===== config.mk =====
export PLATFORM = sky130hd
export DESIGN_NAME = multi_cycle_ctrl_flat
export DESIGN_NICKNAME = d
export VERILOG_FILES = /design/src/rtl/multi_cycle_ctrl_if.sv /design/src/rtl/multi_cycle_ctrl.sv /design/src/flat_wrapper.sv
export SDC_FILE = /design/constraint.sdc
export NUM_CORES = 1
export LEC_CHECK = 0
export CAP_MARGIN = 20
export CORE_UTILIZATION = 43
export DETAILED_ROUTE_END_ITERATION = 12
export HOLD_SLACK_MARGIN = 0.05
export PLACE_DENSITY = 0.83
export SLEW_MARGIN = 5
export SYNTH_ARGS = -nofsm -noshare
export SYNTH_HDL_FRONTEND = slang
export SYNTH_SLANG_ARGS = --single-unit

===== constraint.sdc =====
create_clock -name clk -period 2.5 [get_ports clk]
set_input_delay 0.5 -clock clk [delete_from_list [all_inputs] [get_ports clk]]
set_output_delay 0.5 -clock clk [all_outputs]
set_load 0.1 [all_outputs]

===== src/rtl/multi_cycle_ctrl_if.sv =====
`default_nettype none
// ============================================================================
// Module  : multi_cycle_ctrl_if
// Purpose : Control/status bundle between the multi-cycle controller and datapath.
// Revision: 1.0
// ============================================================================
interface multi_cycle_ctrl_if #(
    parameter int STATE_W = 4
);
    logic [5:0]         opcode;
    logic               mem_ready;
    logic               pc_write;
    logic               pc_write_cond;
    logic               i_or_d;
    logic               mem_read;
    logic               mem_write;
    logic               ir_write;
    logic               mem_to_reg;
    logic               reg_dst;
    logic               reg_write;
    logic               alu_src_a;
    logic [1:0]         alu_src_b;
    logic [1:0]         alu_op;
    logic [1:0]         pc_source;
    logic               instr_done;
    logic               illegal_op;
    logic [STATE_W-1:0] state_dbg;

    modport master (
        input  opcode, mem_ready,
        output pc_write, pc_write_cond, i_or_d, mem_read, mem_write, ir_write,
               mem_to_reg, reg_dst, reg_write, alu_src_a, alu_src_b, alu_op,
               pc_source, instr_done, illegal_op, state_dbg
    );

    modport slave (
        output opcode, mem_ready,
        input  pc_write, pc_write_cond, i_or_d, mem_read, mem_write, ir_write,
               mem_to_reg, reg_dst, reg_write, alu_src_a, alu_src_b, alu_op,
               pc_source, instr_done, illegal_op, state_dbg
    );
endinterface
`default_nettype wire


===== src/rtl/multi_cycle_ctrl.sv =====
`default_nettype none
// ============================================================================
// Module  : multi_cycle_ctrl
// Purpose : Moore sequencer for the multi-cycle MIPS32 datapath with memory handshake.
// Revision: 1.0
// ============================================================================
module multi_cycle_ctrl #(
    parameter bit USE_MEM_READY = 1'b1,
    parameter int STATE_W       = 4
) (
    input  wire logic          clk,
    input  wire logic          reset,
    multi_cycle_ctrl_if.master bus
);
    typedef enum logic [STATE_W-1:0] {
        S_FETCH     = STATE_W'(0),
        S_DECODE    = STATE_W'(1),
        S_MEM_ADDR  = STATE_W'(2),
        S_MEM_READ  = STATE_W'(3),
        S_MEM_WB    = STATE_W'(4),
        S_MEM_WRITE = STATE_W'(5),
        S_EXECUTE   = STATE_W'(6),
        S_ALU_WB    = STATE_W'(7),
        S_BRANCH    = STATE_W'(8),
        S_JUMP      = STATE_W'(9),
        S_ADDI_EX   = STATE_W'(10),
        S_ADDI_WB   = STATE_W'(11)
    } state_t;

    localparam logic [5:0] c_OP_RTYPE = 6'h00;
    localparam logic [5:0] c_OP_LW    = 6'h23;
    localparam logic [5:0] c_OP_SW    = 6'h2B;
    localparam logic [5:0] c_OP_BEQ   = 6'h04;
    localparam logic [5:0] c_OP_J     = 6'h02;
    localparam logic [5:0] c_OP_ADDI  = 6'h08;

    state_t r_state;
    logic   w_ready;

    assign w_ready = USE_MEM_READY ? bus.mem_ready : 1'b1;

    always_ff @(posedge clk) begin
        if (reset) begin
            r_state <= S_FETCH;
        end else begin
            case (r_state)
                S_FETCH:     r_state <= w_ready ? S_DECODE : S_FETCH;
                S_DECODE: begin
                    case (bus.opcode)
                        c_OP_RTYPE:      r_state <= S_EXECUTE;
                        c_OP_LW, c_OP_SW: r_state <= S_MEM_ADDR;
                        c_OP_BEQ:        r_state <= S_BRANCH;
                        c_OP_J:          r_state <= S_JUMP;
                        c_OP_ADDI:       r_state <= S_ADDI_EX;
                        default:         r_state <= S_FETCH;
                    endcase
                end
                S_MEM_ADDR:  r_state <= (bus.opcode == c_OP_LW) ? S_MEM_READ : S_MEM_WRITE;
                S_MEM_READ:  r_state <= w_ready ? S_MEM_WB : S_MEM_READ;
                S_MEM_WRITE: r_state <= w_ready ? S_FETCH : S_MEM_WRITE;
                S_EXECUTE:   r_state <= S_ALU_WB;
                S_ADDI_EX:   r_state <= S_ADDI_WB;
                default:     r_state <= S_FETCH;
            endcase
        end
    end

    // Outputs are decoded from state and forced low while reset is held,
    // so an interrupted memory write is withdrawn in the same cycle.
    always_comb begin
        bus.pc_write      = 1'b0;
        bus.pc_write_cond = 1'b0;
        bus.i_or_d        = 1'b0;
        bus.mem_read      = 1'b0;
        bus.mem_write     = 1'b0;
        bus.ir_write      = 1'b0;
        bus.mem_to_reg    = 1'b0;
        bus.reg_dst       = 1'b0;
        bus.reg_write     = 1'b0;
        bus.alu_src_a     = 1'b0;
        bus.alu_src_b     = 2'b00;
        bus.alu_op        = 2'b00;
        bus.pc_source     = 2'b00;
        bus.instr_done    = 1'b0;
        bus.illegal_op    = 1'b0;
        case (r_state)
            S_FETCH: begin
                bus.mem_read  = 1'b1;
                bus.alu_src_b = 2'b01;
                bus.ir_write  = w_ready;
                bus.pc_write  = w_ready;
            end
            S_DECODE: begin
                bus.alu_src_b = 2'b11;
                case (bus.opcode)
                    c_OP_RTYPE, c_OP_LW, c_OP_SW, c_OP_BEQ, c_OP_J, c_OP_ADDI: bus.illegal_op = 1'b0;
                    default: bus.illegal_op = 1'b1;
                endcase
            end
            S_MEM_ADDR: begin
                bus.alu_src_a = 1'b1;
                bus.alu_src_b = 2'b10;
            end
            S_MEM_READ: begin
                bus.mem_read = 1'b1;
                bus.i_or_d   = 1'b1;
            end
            S_MEM_WB: begin
                bus.reg_write  = 1'b1;
                bus.mem_to_reg = 1'b1;
                bus.instr_done = 1'b1;
            end
            S_MEM_WRITE: begin
                bus.mem_write  = 1'b1;
                bus.i_or_d     = 1'b1;
                bus.instr_done = w_ready;
            end
            S_EXECUTE: begin
                bus.alu_src_a = 1'b1;
                bus.alu_op    = 2'b10;
            end
            S_ALU_WB: begin
                bus.reg_write  = 1'b1;
                bus.reg_dst    = 1'b1;
                bus.instr_done = 1'b1;
            end
            S_BRANCH: begin
                bus.alu_src_a     = 1'b1;
                bus.alu_op        = 2'b01;
                bus.pc_write_cond = 1'b1;
                bus.pc_source     = 2'b01;
                bus.instr_done    = 1'b1;
            end
            S_JUMP: begin
                bus.pc_write   = 1'b1;
                bus.pc_source  = 2'b10;
                bus.instr_done = 1'b1;
            end
            S_ADDI_EX: begin
                bus.alu_src_a = 1'b1;
                bus.alu_src_b = 2'b10;
            end
            S_ADDI_WB: begin
                bus.reg_write  = 1'b1;
                bus.instr_done = 1'b1;
            end
            default: ;
        endcase
        if (reset) begin
            bus.pc_write      = 1'b0;
            bus.pc_write_cond = 1'b0;
            bus.i_or_d        = 1'b0;
            bus.mem_read      = 1'b0;
            bus.mem_write     = 1'b0;
            bus.ir_write      = 1'b0;
            bus.mem_to_reg    = 1'b0;
            bus.reg_dst       = 1'b0;
            bus.reg_write     = 1'b0;
            bus.alu_src_a     = 1'b0;
            bus.alu_src_b     = 2'b00;
            bus.alu_op        = 2'b00;
            bus.pc_source     = 2'b00;
            bus.instr_done    = 1'b0;
            bus.illegal_op    = 1'b0;
        end
    end

    assign bus.state_dbg = reset ? '0 : r_state;

endmodule
`default_nettype wire

===== src/flat_wrapper.sv =====
// flat-port wrapper written by rule: the top's interface ports become plain ports
module multi_cycle_ctrl_flat 
#(
    parameter bit USE_MEM_READY = 1'b1,
    parameter int STATE_W       = 4
)
  (clk, reset, bus_opcode, bus_mem_ready, bus_pc_write, bus_pc_write_cond, bus_i_or_d, bus_mem_read, bus_mem_write, bus_ir_write, bus_mem_to_reg, bus_reg_dst, bus_reg_write, bus_alu_src_a, bus_alu_src_b, bus_alu_op, bus_pc_source, bus_instr_done, bus_illegal_op, bus_state_dbg);
  multi_cycle_ctrl_if #(.STATE_W(STATE_W)) bus_i ();
  input  wire logic clk;
  input  wire logic reset;
  input wire logic [$bits(bus_i.opcode)-1:0] bus_opcode;
  input wire logic [$bits(bus_i.mem_ready)-1:0] bus_mem_ready;
  output wire logic [$bits(bus_i.pc_write)-1:0] bus_pc_write;
  output wire logic [$bits(bus_i.pc_write_cond)-1:0] bus_pc_write_cond;
  output wire logic [$bits(bus_i.i_or_d)-1:0] bus_i_or_d;
  output wire logic [$bits(bus_i.mem_read)-1:0] bus_mem_read;
  output wire logic [$bits(bus_i.mem_write)-1:0] bus_mem_write;
  output wire logic [$bits(bus_i.ir_write)-1:0] bus_ir_write;
  output wire logic [$bits(bus_i.mem_to_reg)-1:0] bus_mem_to_reg;
  output wire logic [$bits(bus_i.reg_dst)-1:0] bus_reg_dst;
  output wire logic [$bits(bus_i.reg_write)-1:0] bus_reg_write;
  output wire logic [$bits(bus_i.alu_src_a)-1:0] bus_alu_src_a;
  output wire logic [$bits(bus_i.alu_src_b)-1:0] bus_alu_src_b;
  output wire logic [$bits(bus_i.alu_op)-1:0] bus_alu_op;
  output wire logic [$bits(bus_i.pc_source)-1:0] bus_pc_source;
  output wire logic [$bits(bus_i.instr_done)-1:0] bus_instr_done;
  output wire logic [$bits(bus_i.illegal_op)-1:0] bus_illegal_op;
  output wire logic [$bits(bus_i.state_dbg)-1:0] bus_state_dbg;
  assign bus_i.opcode = bus_opcode;
  assign bus_i.mem_ready = bus_mem_ready;
  assign bus_pc_write = bus_i.pc_write;
  assign bus_pc_write_cond = bus_i.pc_write_cond;
  assign bus_i_or_d = bus_i.i_or_d;
  assign bus_mem_read = bus_i.mem_read;
  assign bus_mem_write = bus_i.mem_write;
  assign bus_ir_write = bus_i.ir_write;
  assign bus_mem_to_reg = bus_i.mem_to_reg;
  assign bus_reg_dst = bus_i.reg_dst;
  assign bus_reg_write = bus_i.reg_write;
  assign bus_alu_src_a = bus_i.alu_src_a;
  assign bus_alu_src_b = bus_i.alu_src_b;
  assign bus_alu_op = bus_i.alu_op;
  assign bus_pc_source = bus_i.pc_source;
  assign bus_instr_done = bus_i.instr_done;
  assign bus_illegal_op = bus_i.illegal_op;
  assign bus_state_dbg = bus_i.state_dbg;
  multi_cycle_ctrl #(.USE_MEM_READY(USE_MEM_READY), .STATE_W(STATE_W)) u_core (.clk(clk), .reset(reset), .bus(bus_i));
endmodule

======== Yosys cells after proc, flatten, opt, wreduce, memory -nomap -nowiden ========
Cells that the tools add are included.
storage, ports and cells
  bits in registers ....................... 4
  output and inout port bits .............. 22
  word-level logic and storage cells ...... 65
cells by class
  eq/ne operators ......................... 16
  multiplexer cells ....................... 38
  reductions and logical operators ........ 10
operators with widths
  operator                                       count
  one-hot mux 4 bit (7 select lines)             1
  two-way mux 1 bit                              24
  one-hot mux 4 bit (5 select lines)             1
  == test 4 x 3 -> 1 bit, second input constant  4
  == test 4 bit, second input constant           4
  == test 6 bit, second input constant           2
  two-way mux 3 bit                              3
  == test 4 x 2 -> 1 bit, second input constant  2
  one-hot mux 2 bit (2 select lines)             2
  OR reduction 2 bit                             4
  == test 6 x 2 -> 1 bit, second input constant  1
  == test 6 x 3 -> 1 bit, second input constant  1
  == test 6 x 4 -> 1 bit, second input constant  1
  logical NOT 6 bit                              1
  two-way mux 2 bit                              3
  one-hot mux 2 bit (3 select lines)             1
  OR reduction 6 bit                             1
  OR reduction 5 bit                             1
  == test 4 x 1 -> 1 bit, second input constant  1
  logical NOT 4 bit                              1
  two-way mux 4 bit                              1
  one-hot mux 1 bit (2 select lines)             2
  OR reduction 4 bit                             1
  OR reduction 3 bit                             1

======== Logic depth before layout (Yosys ltp) ========
  depth in word-level cells ............... 5
  gate-level depth with buffers ........... 6
  gate-level depth less buffers ........... 4

======== Worst setup path after synthesis ========
No wires, ideal clock.
  path type ............................... input to output
  start point ............................. in reset
  end point ............................... out bus_mem_read
  arrival ................................. 3.866 ns
  setup slack ............................. -1.866 ns
  cell stages on the path ................. 2
  cells stage by stage .................... buf_1 nor4b_1
on the way
  word-level cells in the longest chain between the ends .. 1
ends and longest elaborated chain
  element            RTL line                 text
  start, declared    flat_wrapper.sv:10       input wire logic reset;
  two-way mux 1 bit  multi_cycle_ctrl.sv:149  if (reset) begin
  end, declared      flat_wrapper.sv:16       output wire logic [$bits(bus_i.mem_read)-1:0] bus_mem_read;
Every way passes these cells.

======== Worst setup path after layout ========
  start point ............................. in bus_mem_ready
  end point ............................... out bus_pc_write
on the way
  word-level cells in the longest chain between the ends .. 2
ends and longest elaborated chain
  element                             RTL line                 text
  start, declared                     flat_wrapper.sv:12       input wire logic [$bits(bus_i.mem_ready)-1:0] bus_mem_ready;
  one-hot mux 1 bit (2 select lines)  multi_cycle_ctrl.sv:86   case (r_state)
  two-way mux 1 bit                   multi_cycle_ctrl.sv:149
  end, declared                       flat_wrapper.sv:13       output wire logic [$bits(bus_i.pc_write)-1:0] bus_pc_write;
Every way passes these cells.

==> flow_summary_export.csv <==
group,metric,value,unit
setup_path,cp_max_fo,6,
clock_tree,cts.repair_timing.setup_buffer_count,0,
route,vias_per_cell,7.07,
sta,timing.slew.headroom,63.8,%
global_route,number_of_global_route_vias_before_repair,927,
clock_tree,root_buffer,"sky130_fd_sc_hd__clkbuf_4",
setup_path,cp.buffers_inverters,2,
place,place_inst,136,
sta,layout_worst_path_cycle_share,99.4,%
clock_tree,tritoncts.num_buffers,3,
global_route,grt_max_degree,20,
floorplanning,initial_utilization,48.6,%
synth,synth_area_per_cell,6.85,µm²
sta,final.hold.worst_slack,714,ps
global_route,global_route.usage.total,45.7,%
route,drt.antenna.violating_nets,0,
clock_tree,tritoncts_num_sinks,4,
clock_tree,tritoncts,"yes",
synth,synth_cells,97,
cells_and_area,final_standard_cell_count_with_taps_included_and_fillers_excluded,139,
floorplanning,floorplan.die.width,41.3,µm
place,port-buffer-count,30,
synth,synth_edf_count,0,
floorplanning,placementRows,13,
run,timing.max_cap.violations,0,
setup_path,timing.critical_path.cells,"clkdlybuf4s50_1, nor3b_1, a21oi_1, nor4_2, buf_12",
setup_path,path_delay_family,"buffers and inverters",
route,routedWlPerCell,25.8,µm
synth,post-synth-top-area-cell,"sky130_fd_sc_hd__dfxtp_1",
power_and_ir_drop,power_density,249,mW/mm²
setup_path,critical_path.max_stage_delay,610,ps
cells_and_area,antenna_cells,0,
synth,synth_nets,106,
clock_tree,hold_fix_buffers_at_cts,0,
outcome,run_status,"complete, no violations",
synth,synth-async-reset-ratio,0,%
hold_path,min_path_type,"reg -> reg",
sta,worst_clock_skew,10.6,ps
route,wirelength,3590,µm
route,drcViolationCount,0,
setup_path,cp-start-kind,"input pin",
cells_and_area,largest_reg_flops,4,
synth,synth.most_common_cell,"sky130_fd_sc_hd__nor2_1",
global_route,grt_overflow,0,
sta,fmax,402,MHz
synth,postSynth.topFlopCell,"sky130_fd_sc_hd__dfxtp_1",
sta,transition_time_of_the_tightest_slew_check_pin,543,ps
cells_and_area,max_flop_register,"u_core.r_state",
clock_tree,clock_tree.buffer_depth,2,
synth,yosys_register_bits,4,
floorplanning,chipHeight,41.3,µm
synth,syn_area,664,µm²
synth,most_frequent_cells_after_synthesis,"12 x sky130_fd_sc_hd__nor2_1, 6 x sky130_fd_sc_hd__a21oi_1, 6 x sky130_fd_sc_hd__nor2b_1, 6 x sky130_fd_sc_hd__nor3_1",
synth,yosys_warnings,0,
clock_tree,clock_insertion_delay_worst_skew,260,ps
floorplanning,core-area,0.00137,mm²
setup_path,cp.required,2000,ps
setup_path,worst-endpoint-arrival,1980,ps
cells_and_area,drive_gt1_share,47.6,%
clock_tree,clkTransAtPathRegs,50,ps
synth,post-synth-top-area-fraction,12.1,%
setup_path,slowest_stage,"sky130_fd_sc_hd__clkdlybuf4s50_1",
sta,setup-violations-final,0,
power_and_ir_drop,vdd.ir_drop.worst,230,µV
cells_and_area,fin_nets,135,
setup_path,critical_path_sink_type,"output pin",
power_and_ir_drop,cellLeakagePower,0.507,nW
floorplanning,ios,31,
synth,synthTopCellsByArea,"sky130_fd_sc_hd__dfxtp_1 12%, sky130_fd_sc_hd__nor2_1 6.8%, sky130_fd_sc_hd__nor2b_1 5.6%",
route,dr_total_vias,983,
place,dpl.hpwl,2140,µm
sta,drv_slew,0,
sta,hold_violations,0,
global_route,grt_antenna_before_repair,0,
cells_and_area,area_growth,101,%
clock_tree,ctsHtreeMaxLevel,1,
setup_path,critical_path_class,"in -> out",
synth,synth-seq-area-share,12.1,%
floorplanning,die_area,0.00171,mm²
global_route,grt_first_pass_wirelength,4910,µm
place,gp_routability_congestion,0.878,
route,first_pass_iters,4,
cells_and_area,largestRegisters,"u_core.r_state x4",
sta,period_minus_slack,2480,ps
route,drt-initial-drc-count,107,
synth,synth.distinct_cells,39,
## final cells by class
cell class,count,area [µm²]
Timing Repair Buffer,37,593
Multi-Input combinational cell,79,614
Fill cell,21,31.3
Sequential cell,4,82.6
Inverter,1,3.75
Clock buffer,3,22.5
Tap cell,15,18.8
## placed cells by master, fill, tap and decap left out, types with 3 or more instances in the layout
cell	count
sky130_fd_sc_hd__nand3b_1	3
sky130_fd_sc_hd__buf_4	7
sky130_fd_sc_hd__clkbuf_4	3
sky130_fd_sc_hd__clkdlybuf4s50_1	5
sky130_fd_sc_hd__nor2_2	7
sky130_fd_sc_hd__dlymetal6s2s_1	3
sky130_fd_sc_hd__nor2_1	4
sky130_fd_sc_hd__xor2_1	3
sky130_fd_sc_hd__a21oi_1	6
sky130_fd_sc_hd__nor2b_1	3
sky130_fd_sc_hd__nor3_2	3
sky130_fd_sc_hd__nand2b_1	4
sky130_fd_sc_hd__buf_12	21
sky130_fd_sc_hd__nand2_1	3
sky130_fd_sc_hd__o21ai_0	5
sky130_fd_sc_hd__nor2b_2	3
## path summary, 6_finish.rpt
check	from	end	slack, ps	depth (start not counted)
worst max-delay path	bus_mem_ready	bus_pc_write	20	5
worst min-delay path	u_core.r_state[1]	u_core.r_state[1]	710	2
worst max register to register	u_core.r_state[3]	u_core.r_state[1]	730	4
worst min register to register	u_core.r_state[1]	u_core.r_state[1]	710	2
## worst register-to-register path: cells and delay by family (launching register included)
kind	cells	cell delay, ps
compound gates	2	380
simple gates	2	670
flops	1	600
## report_power, final
| part | total [mW] | leakage (nW) | internal (mW) | switching [mW] |
|---|---|---|---|---|
| registers | 0.0711 | 0.0335 | 0.0654 | 0.00572 |
| logic | 0.170 | 0.460 | 0.0655 | 0.105 |
| clock network | 0.0903 | 0.0138 | 0.0543 | 0.0360 |
## per-stage QoR
| stage | worst slack, ps | util, % | power, mW | cell area [µm²] | TNS [ps] |
|---|---|---|---|---|---|
| 2_1_floorplan | -647 | - | 0.169 | 802 | -1850 |
| 3_3_place_gp | 60.1 | 93.5 | 0.225 | 1280 | 0 |
| 3_5_place_dp | 7.49 | 93.5 | 0.232 | 1280 | 0 |
| 4_1_cts | 13.3 | 95.3 | 0.319 | 1300 | 0 |
| 5_1_grt | -55.5 | 97.7 | 0.334 | 1340 | -96.8 |
| 6_report | 15.5 | 97.7 | 0.332 | 1340 | 0 |
## metal layers
layer / wire length, µm / track usage, % / up-vias
li1: - / - / 398
met1: 1270 / 46.8 / 451
met2: 1720 / 71.5 / 105
met3: 378 / 21.3 / 29
met4: 227 / 35.5 / 0
met5: 0 / 0 / -
## cell families (layout without fill, tap and decap cells)
logic type / count (synthesis) / count (layout) / synth area share, %
and+or+nand+nor: 52 / 52 / 46.0
AOI/OAI and AO/OA: 22 / 22 / 21.8
buffers and inverters: 14 / 41 / 13.2
DFF: 4 / 4 / 12.1
xor gates and xnor gates: 3 / 3 / 3.96
adders and majority gates: 1 / 1 / 1.51
muxes: 1 / 1 / 1.51
## what timing repair did
action                     4_1_cts  5_1_grt
gates resized for setup          1        9
setup endpoints to repair        1        6
pin swaps                        0        3
hold endpoints to repair         0        0
Power figures use the tool's default switching activity.
